$ cat config.mk
export PLATFORM = sky130hd
export DESIGN_NAME = immediate_encoder
export DESIGN_NICKNAME = d
export VERILOG_FILES = /design/src/rtl/immediate_encoder_pkg.sv /design/src/rtl/immediate_range_check.sv /design/src/rtl/immediate_encoder.sv
export SDC_FILE = /design/constraint.sdc
export NUM_CORES = 1
export LEC_CHECK = 0
export BUFFER_PORTS_ARGS = -buffer_cell sky130_fd_sc_hd__buf_2
export CAP_MARGIN = 20
export CELL_PAD_IN_SITES_DETAIL_PLACEMENT = 0
export CELL_PAD_IN_SITES_GLOBAL_PLACEMENT = 1
export CORE_AREA = 10 10 87 89
export DETAILED_ROUTE_END_ITERATION = 8
export DIE_AREA = 0 0 97 99
export PLACE_DENSITY_LB_ADDON = 0.08
export SLEW_MARGIN = 15
export SYNTH_ARGS = -nofsm -noshare
export SYNTH_HDL_FRONTEND = slang
export SYNTH_SLANG_ARGS = --single-unit
$ cat constraint.sdc
create_clock -name clk -period 2 [get_ports clk]
set_clock_uncertainty 0.1 [all_clocks]
set_input_delay 0.6 -clock clk [delete_from_list [all_inputs] [get_ports clk]]
set_output_delay 0.6 -clock clk [all_outputs]
set_load 0.005 [all_outputs]
$ cat src/rtl/immediate_encoder_pkg.sv
// Purpose: shared ImmdLocation codes, field widths and field-selection helpers.
// Latency: n/a (types, constants and pure functions only).
// Backpressure: n/a.
package immediate_encoder_pkg;

    // ImmdLocation codes, shared with the immediate zero extender
    localparam logic [1:0] LOC_5B  = 2'b00;
    localparam logic [1:0] LOC_8B  = 2'b01;
    localparam logic [1:0] LOC_11B = 2'b10;
    localparam logic [1:0] LOC_1B  = 2'b11;

    // Immediate field widths in bits
    localparam int W_1B  = 1;
    localparam int W_5B  = 5;
    localparam int W_8B  = 8;
    localparam int W_11B = 11;

    // One flag per field: value is exactly representable in that field
    typedef struct packed {
        logic fit_1b;
        logic fit_5b;
        logic fit_8b;
        logic fit_11b;
    } range_t;

    // Narrowest field wins; unencodable values fall back to the 11-bit code
    function automatic logic [1:0] select_loc(input range_t r);
        if (r.fit_1b)      return LOC_1B;
        else if (r.fit_5b) return LOC_5B;
        else if (r.fit_8b) return LOC_8B;
        else               return LOC_11B;
    endfunction

    // Any field fitting means the value is encodable
    function automatic logic select_fits(input range_t r);
        return |r;
    endfunction

endpackage

$ cat src/rtl/immediate_range_check.sv
// Purpose: combinational per-field range compares on a raw value (unsigned, or signed when SIGN_EXT_EN).
// Latency: 0 cycles, purely combinational.
// Backpressure: none; the caller registers the result.
module immediate_range_check
    import immediate_encoder_pkg::*;
#(
    parameter int DATA_W = 16
) (
    input  logic [DATA_W-1:0] value,
`ifdef SIGN_EXT_EN
    input  logic              is_signed,
`endif
    output range_t            rng
);

    range_t uns_rng;

    // Unsigned fit: every bit above the field width is zero
    always_comb begin
        uns_rng.fit_1b  = ~|value[DATA_W-1:W_1B];
        uns_rng.fit_5b  = ~|value[DATA_W-1:W_5B];
        uns_rng.fit_8b  = ~|value[DATA_W-1:W_8B];
        uns_rng.fit_11b = ~|value[DATA_W-1:W_11B];
    end

`ifdef SIGN_EXT_EN
    range_t sgn_rng;

    // Signed fit: the field's sign bit and everything above it all agree
    always_comb begin
        sgn_rng.fit_1b  = (&value) | (~|value);
        sgn_rng.fit_5b  = (&value[DATA_W-1:W_5B-1])  | (~|value[DATA_W-1:W_5B-1]);
        sgn_rng.fit_8b  = (&value[DATA_W-1:W_8B-1])  | (~|value[DATA_W-1:W_8B-1]);
        sgn_rng.fit_11b = (&value[DATA_W-1:W_11B-1]) | (~|value[DATA_W-1:W_11B-1]);
    end

    // Pick the interpretation requested for this value
    always_comb begin
        rng = is_signed ? sgn_rng : uns_rng;
    end
`else
    // Only unsigned ranges exist in this build
    always_comb begin
        rng = uns_rng;
    end
`endif

endmodule

$ cat src/rtl/immediate_encoder.sv
// Purpose: find the narrowest immediate field (1/5/8/11b) holding a value; optional SIGN_EXT_EN adds in_signed.
// Latency: 2 cycles accept->out_valid, full throughput of one value per cycle.
// Backpressure: valid/ready; in_ready drops only when both stages are full and out_ready is low.
module immediate_encoder
    import immediate_encoder_pkg::*;
#(
    parameter int DATA_W = 16,
    parameter int CNT_W  = 16
) (
    input  logic              clk,
    input  logic              rst,
    input  logic              in_valid,
    output logic              in_ready,
    input  logic [DATA_W-1:0] in_value,
`ifdef SIGN_EXT_EN
    input  logic              in_signed,
`endif
    output logic              out_valid,
    input  logic              out_ready,
    output logic [DATA_W-1:0] out_field,
    output logic [1:0]        out_loc,
    output logic              out_fits,
    output logic [CNT_W-1:0]  miss_count
);

    localparam logic [CNT_W-1:0] MISS_MAX = '1;

    // Stage 1 keeps only the bits any field can carry plus the compare results
    typedef struct packed {
        logic [W_11B-1:0] low;
        range_t           rng;
    } s1_dat_t;

    s1_dat_t           s1_dat;
    logic              s1_vld;
    logic              s2_vld;
    logic              s2_load;
    logic              s1_adv;
    logic              in_accept;
    range_t            rng_nxt;
    logic [DATA_W-1:0] field_nxt;
    logic [1:0]        loc_nxt;
    logic              fits_nxt;

    immediate_range_check #(
        .DATA_W (DATA_W)
    ) u_range_check (
        .value     (in_value),
`ifdef SIGN_EXT_EN
        .is_signed (in_signed),
`endif
        .rng       (rng_nxt)
    );

    assign s2_load   = !s2_vld || out_ready;
    assign s1_adv    = s1_vld && s2_load;
    assign in_ready  = !s1_vld || s1_adv;
    assign in_accept = in_valid && in_ready;
    assign out_valid = s2_vld;

    // Stage-2 selection: code from the first matching range, field truncated and zero-padded
    always_comb begin
        loc_nxt   = select_loc(s1_dat.rng);
        fits_nxt  = select_fits(s1_dat.rng);
        field_nxt = '0;
        case (loc_nxt)
            LOC_1B:  field_nxt[W_1B-1:0]  = s1_dat.low[W_1B-1:0];
            LOC_5B:  field_nxt[W_5B-1:0]  = s1_dat.low[W_5B-1:0];
            LOC_8B:  field_nxt[W_8B-1:0]  = s1_dat.low[W_8B-1:0];
            default: field_nxt[W_11B-1:0] = s1_dat.low[W_11B-1:0];
        endcase
    end

    // Stage 1: capture accepted value and its range flags
    always_ff @(posedge clk) begin
        if (!rst) begin
            s1_vld <= 1'b0;
            s1_dat <= '0;
        end else if (in_accept) begin
            s1_vld     <= 1'b1;
            s1_dat.low <= in_value[W_11B-1:0];
            s1_dat.rng <= rng_nxt;
        end else if (s1_adv) begin
            s1_vld <= 1'b0;
        end
    end

    // Stage 2: output register, held while stalled; counts unencodable values as they land
    always_ff @(posedge clk) begin
        if (!rst) begin
            s2_vld     <= 1'b0;
            out_field  <= '0;
            out_loc    <= LOC_5B;
            out_fits   <= 1'b0;
            miss_count <= '0;
        end else if (s2_load) begin
            s2_vld <= s1_vld;
            if (s1_vld) begin
                out_field <= field_nxt;
                out_loc   <= loc_nxt;
                out_fits  <= fits_nxt;
                if (!fits_nxt && (miss_count != MISS_MAX)) begin
                    miss_count <= miss_count + 1'b1;
                end
            end
        end
    end

endmodule

==> results of run 1 <==
## metrics by stage
| stage | instances | instance area, um^2 | TNS, ns |
|---|---|---|---|
| 6_report | 373 | 2610 | 0 |
| 5_1_grt | 373 | 2610 | 0 |
| 4_1_cts | 373 | 2600 | 0 |
| 3_5_place_dp | 365 | 2500 | -0.0139 |
| 3_3_place_gp | 365 | 2500 | 0 |
| 2_1_floorplan | 248 | 2170 | 0 |
## cells by family after synthesis
| kind of cell | Yosys count | share of synthesized area |
|---|---|---|
| other cells | 1 | 0.00174 |
| buf+inv | 21 | 0.0458 |
| flops | 47 | 0.436 |
| compound gates | 37 | 0.123 |
| mux | 3 | 0.0139 |
| simple gates | 119 | 0.310 |
| xor+xnor | 13 | 0.0528 |
| fa+ha+maj | 3 | 0.0174 |
## what timing repair did
item,in CTS,in global routing
setup buffers,0,0
endpoints found under the setup margin,0,9
gates resized for setup,0,1
## metal layers
layer,wire (um),share of wire,global-route usage
met1,2320,0.44,0.123
met5,0,0,0
met2,2520,0.48,0.186
met4,28,0.0053,0.0272
met3,372,0.071,0.0475
## flip-flops by register name (all words and copies together), names as in the netlist
| name | cells |
|---|---|
| s1_vld | 1 |
| out_field | 11 |
| out_loc | 2 |
| field_nxt | 1 |
| out_valid | 1 |
| miss_count | 16 |
| out_fits | 1 |
| s1_dat | 14 |
## power groups by stage
stage	combinational [mW]	clock [mW]	sequential, mW
4_1_cts	0.143	0.660	0.978
3_3_place_gp	0.142	0	1.00
6_report	0.139	0.636	0.978
2_1_floorplan	0.0841	0	0.998
5_1_grt	0.160	0.695	0.982
3_5_place_dp	0.143	0	1.00
## cells in the final DEF (no fill, tap or decap), drive strengths merged, types with 7 or more instances in the layout
cell type,Yosys,final
a21boi,20,20
a21oi,10,10
and2,16,16
buf,7,57
clkbuf,8,8
dfxtp,47,47
nand2,40,40
nand3,9,9
nor2b,10,10
nor3,8,8
nor3b,8,8
nor4,7,7
xor2,11,11
## final timing paths
check / cells past startpoint / endpoint / slack [ns] / startpoint
max: 7 / miss_count[7]$_SDFFE_PN0P_ / 0.15 / miss_count[0]$_SDFFE_PN0P_
max reg2reg: 7 / miss_count[7]$_SDFFE_PN0P_ / 0.15 / miss_count[0]$_SDFFE_PN0P_
min: 2 / s1_dat[11]$_SDFFE_PN0P_ / 0.36 / s1_dat[11]$_SDFFE_PN0P_
min reg2reg: 2 / s1_dat[11]$_SDFFE_PN0P_ / 0.36 / s1_dat[11]$_SDFFE_PN0P_
## area by class of cell
class | count | area [um^2]
fill | 611 | 3240
tap | 75 | 93.8
timing repair buffer | 57 | 313
sequential | 47 | 941
multi-input combinational | 180 | 1140
inverter | 6 | 22.5
clock buffer | 8 | 100
## worst reg2reg max path, stage by stage, from the launching register on
cell and delay, ns:
dfxtp_1 0.40, ha_1 0.22, nand3_2 0.14, nor4_4 0.29, buf_4 0.21, nor3_1 0.09
xor2_1 0.15, and2_1 0.16
==> results.md, run 1 <==
- GRT Util Overall: 0.110
- Synthesized area: 2160 um^2
- Initial core utilization: 0.369
- Initial antenna violation count: 0
- Pint: 1.34 mW
- Die W: 97 um
- Yosys cell types: 34
- Final setup fails: 0
- Max VDD drop: approximately 0.00052 V
- Post-synth top area cell: dfxtp_1
- Max clock buf depth: 2
- Mean Syn Cell Area: 8.85 um^2
- WL final: 5.24 mm
- Residual DRC: 0
- CTS clk-pin slew, worst paths: 0.09 ns
- Die height: 99 um
- Tot Pwr: about 1.8 mW
- Commonest cells in the netlist: 47 x dfxtp_1, 40 x nand2_1, 20 x a21boi_0
- RSZ-0062 raised after global routing: false
- Clock power share: 0.363
- Ports: 57
- PD cells: 672 nW/um^2
- Proportion of layout cells with a drive suffix above 1: 0.235
- Largest net degree at the start of global routing: 27
- Sw Share: 0.235
- Final slew viol count: 0
- Total grt overflow: 0
- Clock Latency Late Sink: around 0.3 ns
- Critical setup path kind: register to register
- Flops & latches, synth: 47
- Ys async rst share: 0
- Crit. End Element: register
- Min setup slack post-route: 0.148 ns
- Global-route wire length before repair: 8.81 mm
- CP max FO: 10
- Hold Fails Final Rpt: 0
- Critical path's slowest cell: dfxtp_1
- Final nets: 320
- P_leak: 1.17 nW
- Max-Cap Viols: 0
- Vias in the first global route: 1854
- Yosys top cell area share: 0.436
- Root buffer cell: clkbuf_8
- Top_reg_cell synth: dfxtp_1
- Sequential share of the synthesized area: 0.436
- Diode count: 0
- Hold_buf cts: 0
- Post-Route Utilization: 0.446
- Drt pass-1 iters: 4
- Vias/cell: 4.76
- Syn-to-layout area delta: 20.9%
- P_sw: 411 uW
- TritonCTS clock tree: done
- Comb pwr share: 0.079
- Peak Freq: 0.540 GHz
- Startpoint Class: register
- Antenna Nets Post-Route: 0
- Ranking of synthesized cells by area: dfxtp_1 44%, a21boi_0 7.0%, nand2_1 7.0%
- Hold slack: 0.364 ns
- Number of buffer and inverter stages on the critical path: 1
- Core ar.: 5850 um^2
- CP Data Required Time: 2.10 ns
- Crit path max-delay family: simple AND/OR/NAND/NOR gates
- Number of core rows: 28
- Cell Chain, Critical Path: ha_1 > nand3_2 > nor4_4 > buf_4 > nor3_1 > xor2_1 > and2_1
- Sequential share of power: 0.558
- Synth Instances: 244
- DR WL/cell: 14.0 um
- Most frequent cell after synthesis: dfxtp_1
- Clk sinks: 47
- H-tree depth: 2
- Hold Crit Class: register to register
- IO buf count: 51
- Crit path DAT: 1.95 ns
- EDFF count, synth: 0
- Max incr delay on CP: 0.40 ns
- Routability Congestion: around 0.74
- DP HPWL: 3.99 mm
- DP Worst Slack: -0.0139 ns
- Total number of vias: 1777
- Final period util: 0.926
- Die ar.: 9600 um^2
- Yosys warning count: 0
- DR iter-0 viols: 42
- Crit path time final: 1.85 ns
- Total CTS buffers: 5
- Outcome: finished, final reports clean
No activity file was read; power rests on OpenSTA's default activity.
==> run 2, diff against run 1 <==
--- a/config.mk
+++ b/config.mk
@@ -6,13 +6,12 @@
 export NUM_CORES = 1
 export LEC_CHECK = 0
 export BUFFER_PORTS_ARGS = -buffer_cell sky130_fd_sc_hd__buf_2
-export CAP_MARGIN = 20
 export CELL_PAD_IN_SITES_DETAIL_PLACEMENT = 0
 export CELL_PAD_IN_SITES_GLOBAL_PLACEMENT = 1
 export CORE_AREA = 10 10 87 89
 export DETAILED_ROUTE_END_ITERATION = 8
 export DIE_AREA = 0 0 97 99
-export PLACE_DENSITY_LB_ADDON = 0.08
+export PLACE_DENSITY_LB_ADDON = 0.15
 export SLEW_MARGIN = 15
 export SYNTH_ARGS = -nofsm -noshare
 export SYNTH_HDL_FRONTEND = slang
==> run 2 against run 1 <==
  * Maximum frequency decreased by 1.8%
  * Critical path depth is the same
  * Final cell count increased by 0.27%
==> results.md, run 2 (synthesized netlist as in run 1, its figures left out) <==
- Clock power share: 0.395 (+0.032)
- Total CTS buffers: 5 (unchanged)
- Drt pass-1 iters: 4 (unchanged)
- Crit path max-delay family: simple AND/OR/NAND/NOR gates
- TritonCTS clock tree: done
- Vias/cell: 4.80 (+0.74%)
- DP HPWL: 3.97 mm (-0.62%)
- Max VDD drop: 0.000287 V (-45%)
- Clk sinks: 47 (unchanged)
- Final slew viol count: 0 (unchanged)
- Max reg flops: 16 (unchanged)
- Die W: 97 um (unchanged)
- Crit. End Element: register
- PD cells: 700 nW/um^2 (+4.2%)
- Post-route cell area: 2630 um^2 (+0.96%)
- CTS clk-pin slew, worst paths: 0.09 ns (about the same)
- Ports: 57 (unchanged)
- Most common cell after layout, fill and taps aside: buf_2
- Most frequent cells in the layout: 51 x buf_2, 47 x dfxtp_1, 40 x nand2_1
- Hold Crit Class: register to register
- Crit path DAT: 1.98 ns (+0.03 ns)
- Sequential share of power: 0.531 (-0.027)
- Antenna Nets Post-Route: 0 (unchanged)
- Non-filler instance count after layout: 374 (+0.27%)
- Hold Fails Final Rpt: 0 (unchanged)
- Residual DRC: 0 (unchanged)
- Number of buffer and inverter stages on the critical path: 1 (unchanged)
- Fill count: 622 (+1.8%)
- Cell Chain, Critical Path: ha_1 > nand3_1 > nor4_4 > buf_4 > nor2_1 > xor2_1 > and2_1
- Max incr delay on CP: 0.39 ns (about the same)
- Peak Freq: 0.530 GHz (-1.8%)
- CP max FO: 10 (unchanged)
- Largest net degree at the start of global routing: 38 (+41%)
- P_leak: 1.18 nW (+1.1%)
- Total number of vias: 1795 (+1.0%)
- Initial core utilization: 0.369 (unchanged)
- Vias in the first global route: 1818 (-1.9%)
- RSZ-0062 raised after global routing: false
- Max clock buf depth: 2 (unchanged)
- Critical path's slowest cell: dfxtp_1
- DR iter-0 viols: 59 (+40%)
- Die ar.: 9600 um^2 (unchanged)
- Root buffer cell: clkbuf_8
- DR WL/cell: 14.2 um (+0.87%)
- Hold_buf cts: 0 (unchanged)
- Outcome: finished, final reports clean
- Proportion of layout cells with a drive suffix above 1: 0.241 (+0.00590)
- Final setup fails: 0 (unchanged)
- Startpoint Class: register
- Leading registers by flop count: miss_count (16), s1_dat (14), out_field (11)
- Core ar.: 5850 um^2 (unchanged)
- Number of core rows: 28 (unchanged)
- Clock Latency Late Sink: 0.29 ns (about the same)
- Inst Count DP: 364 (-0.27%)
- Final nets: 321 (+0.31%)
- Global-route wire length before repair: 8.98 mm (+2.0%)
- Diode count: 0 (unchanged)
- Total grt overflow: 0 (unchanged)
- Final period util: 0.943 (+0.0166)
- Comb pwr share: 0.075 (-0.004)
- Sw Share: 0.225 (-0.0100)
- CP Data Required Time: 2.09 ns (about the same)
- Routability Congestion: 0.788 (+6.5%)
- H-tree depth: 2 (unchanged)
- Largest Register: miss_count
- GRT Util Overall: 0.110 (+0.000756)
- Die height: 99 um (unchanged)
- Tot Pwr: 1.84 mW (+5.2%)
- Critical setup path kind: register to register
- IO buf count: 51 (unchanged)
- Pint: 1.43 mW (+6.5%)
- Syn-to-layout area delta: 22.0%
- Crit path time final: 1.89 ns (+0.0332 ns)
- P_sw: 414 uW (+0.67%)
- Max-Cap Viols: 0 (unchanged)
- WL final: 5.30 mm (+1.1%)
- Initial antenna violation count: 0 (unchanged)
- Placed Area: 2500 um^2 (-0.30%)
## run 2: area by class of cell
class / count / area (um^2) / area share
inverter: 6 / 22.5 / 0.00855
sequential: 47 / 941 / 0.357
clock inverter: 2 / 35.0 / 0.0133
multi-input combinational: 180 / 1140 / 0.432
timing repair buffer: 58 / 320 / 0.122
clock buffer: 6 / 82.6 / 0.0314
tap: 75 / 93.8 / 0.0356
## run 2: worst reg2reg max path, stage by stage (launching register included)
cell	delay (ns)
dfxtp_1	0.39
ha_1	0.21
nand3_1	0.17
nor4_4	0.30
buf_4	0.22
nor2_1	0.09
xor2_1	0.15
and2_1	0.16
## run 2: what timing repair did
item,in CTS,in global routing
resized for setup,0,1
setup endpoints to repair,0,3
setup buffers,0,2
## run 2: worst paths after layout
kind                           endpoint                  startpoint  cells after the start  slack [ns]
max reg2reg  miss_count[0]$_SDFFE_PN0P_  miss_count[0]$_SDFFE_PN0P_                      7        0.11
max          miss_count[0]$_SDFFE_PN0P_  miss_count[0]$_SDFFE_PN0P_                      7        0.11
min reg2reg     s1_dat[10]$_SDFFE_PN0P_     s1_dat[10]$_SDFFE_PN0P_                      2        0.36
min             s1_dat[10]$_SDFFE_PN0P_     s1_dat[10]$_SDFFE_PN0P_                      2        0.36
## run 2: stage by stage
step	hold slack [ns]	worst slack, ns	utilization	setup TNS [ns]
floorplan	0.339	0.157	-	0
global placement	0.350	0.0413	0.427	0
detailed placement	0.352	-0.00188	0.427	-0.00188
CTS	0.367	0.107	0.447	0
global route	0.389	0.00407	0.450	0
finish	0.363	0.114	0.450	0
## run 2: power groups by stage
stage          Combinational [mW]  Sequential, mW  Clock [mW]
3_3_place_gp                0.140            1.00           0
5_1_grt                     0.159           0.983       0.794
2_1_floorplan              0.0841           0.998           0
3_5_place_dp                0.140            1.00           0
4_1_cts                     0.141           0.979       0.753
6_report                    0.138           0.978       0.728
## run 2: layer usage
metal	vias up	track usage	wire [um]
li1	929	-	-
met1	815	0.134	2490
met2	46	0.180	2440
met3	5	0.0363	323
met4	0	0.0341	47
met5	-	0	0
==> run 3, diff against run 2 <==
--- a/config.mk
+++ b/config.mk
@@ -8,9 +8,9 @@
 export BUFFER_PORTS_ARGS = -buffer_cell sky130_fd_sc_hd__buf_2
 export CELL_PAD_IN_SITES_DETAIL_PLACEMENT = 0
 export CELL_PAD_IN_SITES_GLOBAL_PLACEMENT = 1
-export CORE_AREA = 10 10 87 89
+export CORE_AREA = 10 10 84 86
 export DETAILED_ROUTE_END_ITERATION = 8
-export DIE_AREA = 0 0 97 99
+export DIE_AREA = 0 0 94 96
 export PLACE_DENSITY_LB_ADDON = 0.15
 export SLEW_MARGIN = 15
 export SYNTH_ARGS = -nofsm -noshare
==> constraint.sdc (replaced) <==
create_clock -name clk -period 2.17 [get_ports clk]
set_clock_uncertainty 0.1 [all_clocks]
set_input_delay 0.651 -clock clk [delete_from_list [all_inputs] [get_ports clk]]
set_output_delay 0.651 -clock clk [all_outputs]
set_load 0.005 [all_outputs]
==> run 3 against run 2 <==
  * Die area decreased by 6.0%
  * Via count decreased by 0.28%
  * Register-to-register slack improved by 0.15 ns
  * Largest cell class unchanged
  * Highest routed layer unchanged
  * Maximum frequency decreased by 0.80%
  * Sequential cell count unchanged
  * Largest power group unchanged
==> results.md, run 3 (synthesized netlist as in run 1, its figures left out) <==
- Hold_buf cts: 0 (unchanged)
- End of the critical path: miss_count[7]$_SDFFE_PN0P_
- Final period util: 0.876 (-0.0669)
- TNS Setup: 0 ns (unchanged)
- Crit path DAT: 2.00 ns (+0.02 ns)
- Global-route wire length before repair: 8.42 mm (-6.2%)
- Clk sinks: 47 (unchanged)
- Peak Freq: 0.526 GHz (-0.80%)
- Max clock buf depth: 2 (unchanged)
- PD cells: 642 nW/um^2 (-8.3%)
- Largest net degree at the start of global routing: 50 (+32%)
- Antenna Nets Post-Route: 0 (unchanged)
- WL final: 5.11 mm (-3.5%)
- Final setup fails: 0 (unchanged)
- Reg2Reg Capture Point: miss_count[7]$_SDFFE_PN0P_
- Vias/cell: 4.85 (+1.1%)
- DR WL/cell: 13.9 um (-2.2%)
- Crit path from: miss_count[0]$_SDFFE_PN0P_
- Comb pwr share: 0.075 (about the same)
- Clock Latency Late Sink: 0.30 ns (about the same)
- Outcome: finished, final reports clean
- Final slew viol count: 0 (unchanged)
- Leading registers by flop count: miss_count (16), s1_dat (14), out_field (11)
- DR iter-0 viols: 70 (+19%)
- Initial antenna violation count: 0 (unchanged)
- Total number of vias: 1790 (-0.28%)
- Pint: 1.29 mW (-9.9%)
- Number of core rows: 27 (-3.6%)
- Initial core utilization: 0.399 (+0.0304)
- R2R cell count: 7 (unchanged)
- Most common cell after layout, fill and taps aside: buf_2
- Max VDD drop: 0.000406 V (+41%)
- DP HPWL: 3.74 mm (-5.6%)
- Tot Pwr: 1.67 mW (-9.3%)
- H-tree depth: 2 (unchanged)
- TritonCTS clock tree: done
- Vias in the first global route: 1767 (-2.8%)
- Die height: 96 um (-3.0%)
- Total CTS buffers: 5 (unchanged)
- Syn-to-layout area delta: 20.7%
- CTS clk-pin slew, worst paths: 0.10 ns (about the same)
- Post-CTS Setup Inserts: 0 (unchanged)
- Drt pass-1 iters: 4 (unchanged)
- GRT Util Overall: 0.117 (+0.00697)
- RSZ-0062 raised after global routing: false
- Clock power share: 0.386 (-0.009)
- Hold Crit Class: register to register
- Core ar.: 5410 um^2 (-7.6%)
- Inst Count DP: 361 (-0.82%)
- Residual DRC: 0 (unchanged)
- CP Data Required Time: 2.27 ns (+0.18 ns)
- Non-filler instance count after layout: 369 (-1.3%)
- Max-Cap Viols: 0 (unchanged)
- Ports: 57 (unchanged)
- Startpoint Class: register
- Reg2reg setup slack: 0.27 ns (+0.15 ns)
- Most frequent cells in the layout: 51 x buf_2, 47 x dfxtp_1, 40 x nand2_1
- Crit. End Element: register
- Diode count: 0 (unchanged)
- Largest Register: miss_count
- IO buf count: 51 (unchanged)
- Crit path time final: 1.90 ns (+0.0151 ns)
- Die ar.: 9020 um^2 (-6.0%)
- P_leak: 1.17 nW (-0.96%)
- Routability Congestion: 0.760 (-3.6%)
- Hold Fails Final Rpt: 0 (unchanged)
- Sequential share of power: 0.539 (+0.008)
- CP max FO: 10 (unchanged)
- Proportion of layout cells with a drive suffix above 1: 0.232 (-0.00848)
- Total grt overflow: 0 (unchanged)
- # resized after CTS: 0 (unchanged)
- Sw Share: 0.230 (+0.00536)
- Max reg flops: 16 (unchanged)
- Die W: 94 um (-3.1%)
- Worst R2R Start: miss_count[0]$_SDFFE_PN0P_
- Root buffer cell: clkbuf_8
- Critical setup path kind: register to register
- Final nets: 319 (-0.62%)
- P_sw: 385 uW (-7.1%)
==> run 3: through the flow <==
step	hold slack (ns)	area, um^2	util	worst slack [ns]
after floorplan	0.339	2170	-	0.327
after global placement	0.349	2490	0.461	0.175
after detailed placement	0.354	2490	0.461	0.141
after CTS	0.368	2610	0.482	0.279
after global routing	0.385	2610	0.482	0.0376
final	0.363	2610	0.482	0.269
==> run 3: final cells by class <==
class                   instances  area, um^2
fillers                       575        2800
multi-input cells             180        1130
flip-flops and latches         47         941
repair buffers                 56         305
well taps                      72        90.1
clock buffers                   5        68.8
clock inverters                 3        43.8
inverters                       6        22.5
==> run 3: how the worst min path moves through the flow <==
stage / depth (start not counted) / slack [ns] / from / end
6_report: 2 / 0.36 / s1_dat[8]$_SDFFE_PN0P_ / s1_dat[8]$_SDFFE_PN0P_
4_1_cts: 2 / 0.37 / s1_dat[8]$_SDFFE_PN0P_ / s1_dat[8]$_SDFFE_PN0P_
3_3_place_gp: 2 / 0.35 / s1_dat[5]$_SDFFE_PN0P_ / s1_dat[5]$_SDFFE_PN0P_
2_1_floorplan: 2 / 0.34 / s1_dat[5]$_SDFFE_PN0P_ / s1_dat[5]$_SDFFE_PN0P_
5_1_grt: 2 / 0.39 / s1_dat[9]$_SDFFE_PN0P_ / s1_dat[9]$_SDFFE_PN0P_
3_5_place_dp: 2 / 0.35 / s1_dat[8]$_SDFFE_PN0P_ / s1_dat[8]$_SDFFE_PN0P_
==> run 3: critical path: stages (launching register included) <==
cell	delay, ns
dfxtp_1	0.40
ha_1	0.21
nand3_1	0.18
nor4_4	0.30
buf_4	0.21
nor3_1	0.09
xor2_1	0.15
and2_1	0.17
==> run 3: power by group through the flow <==
stage	clock network, mW	logic (mW)	registers (mW)
global route	0.707	0.145	0.905
CTS	0.671	0.129	0.902
detailed placement	0	0.129	0.922
global placement	0	0.129	0.921
floorplan	0	0.0775	0.920
finish	0.645	0.126	0.901
==> run 3: per-layer routing <==
metal,track usage,up-vias,share of wire
met2,0.198,43,0.47
met1,0.135,816,0.45
met4,0.0380,0,0.0098
met3,0.0444,4,0.073
li1,-,927,-
met5,0,-,0
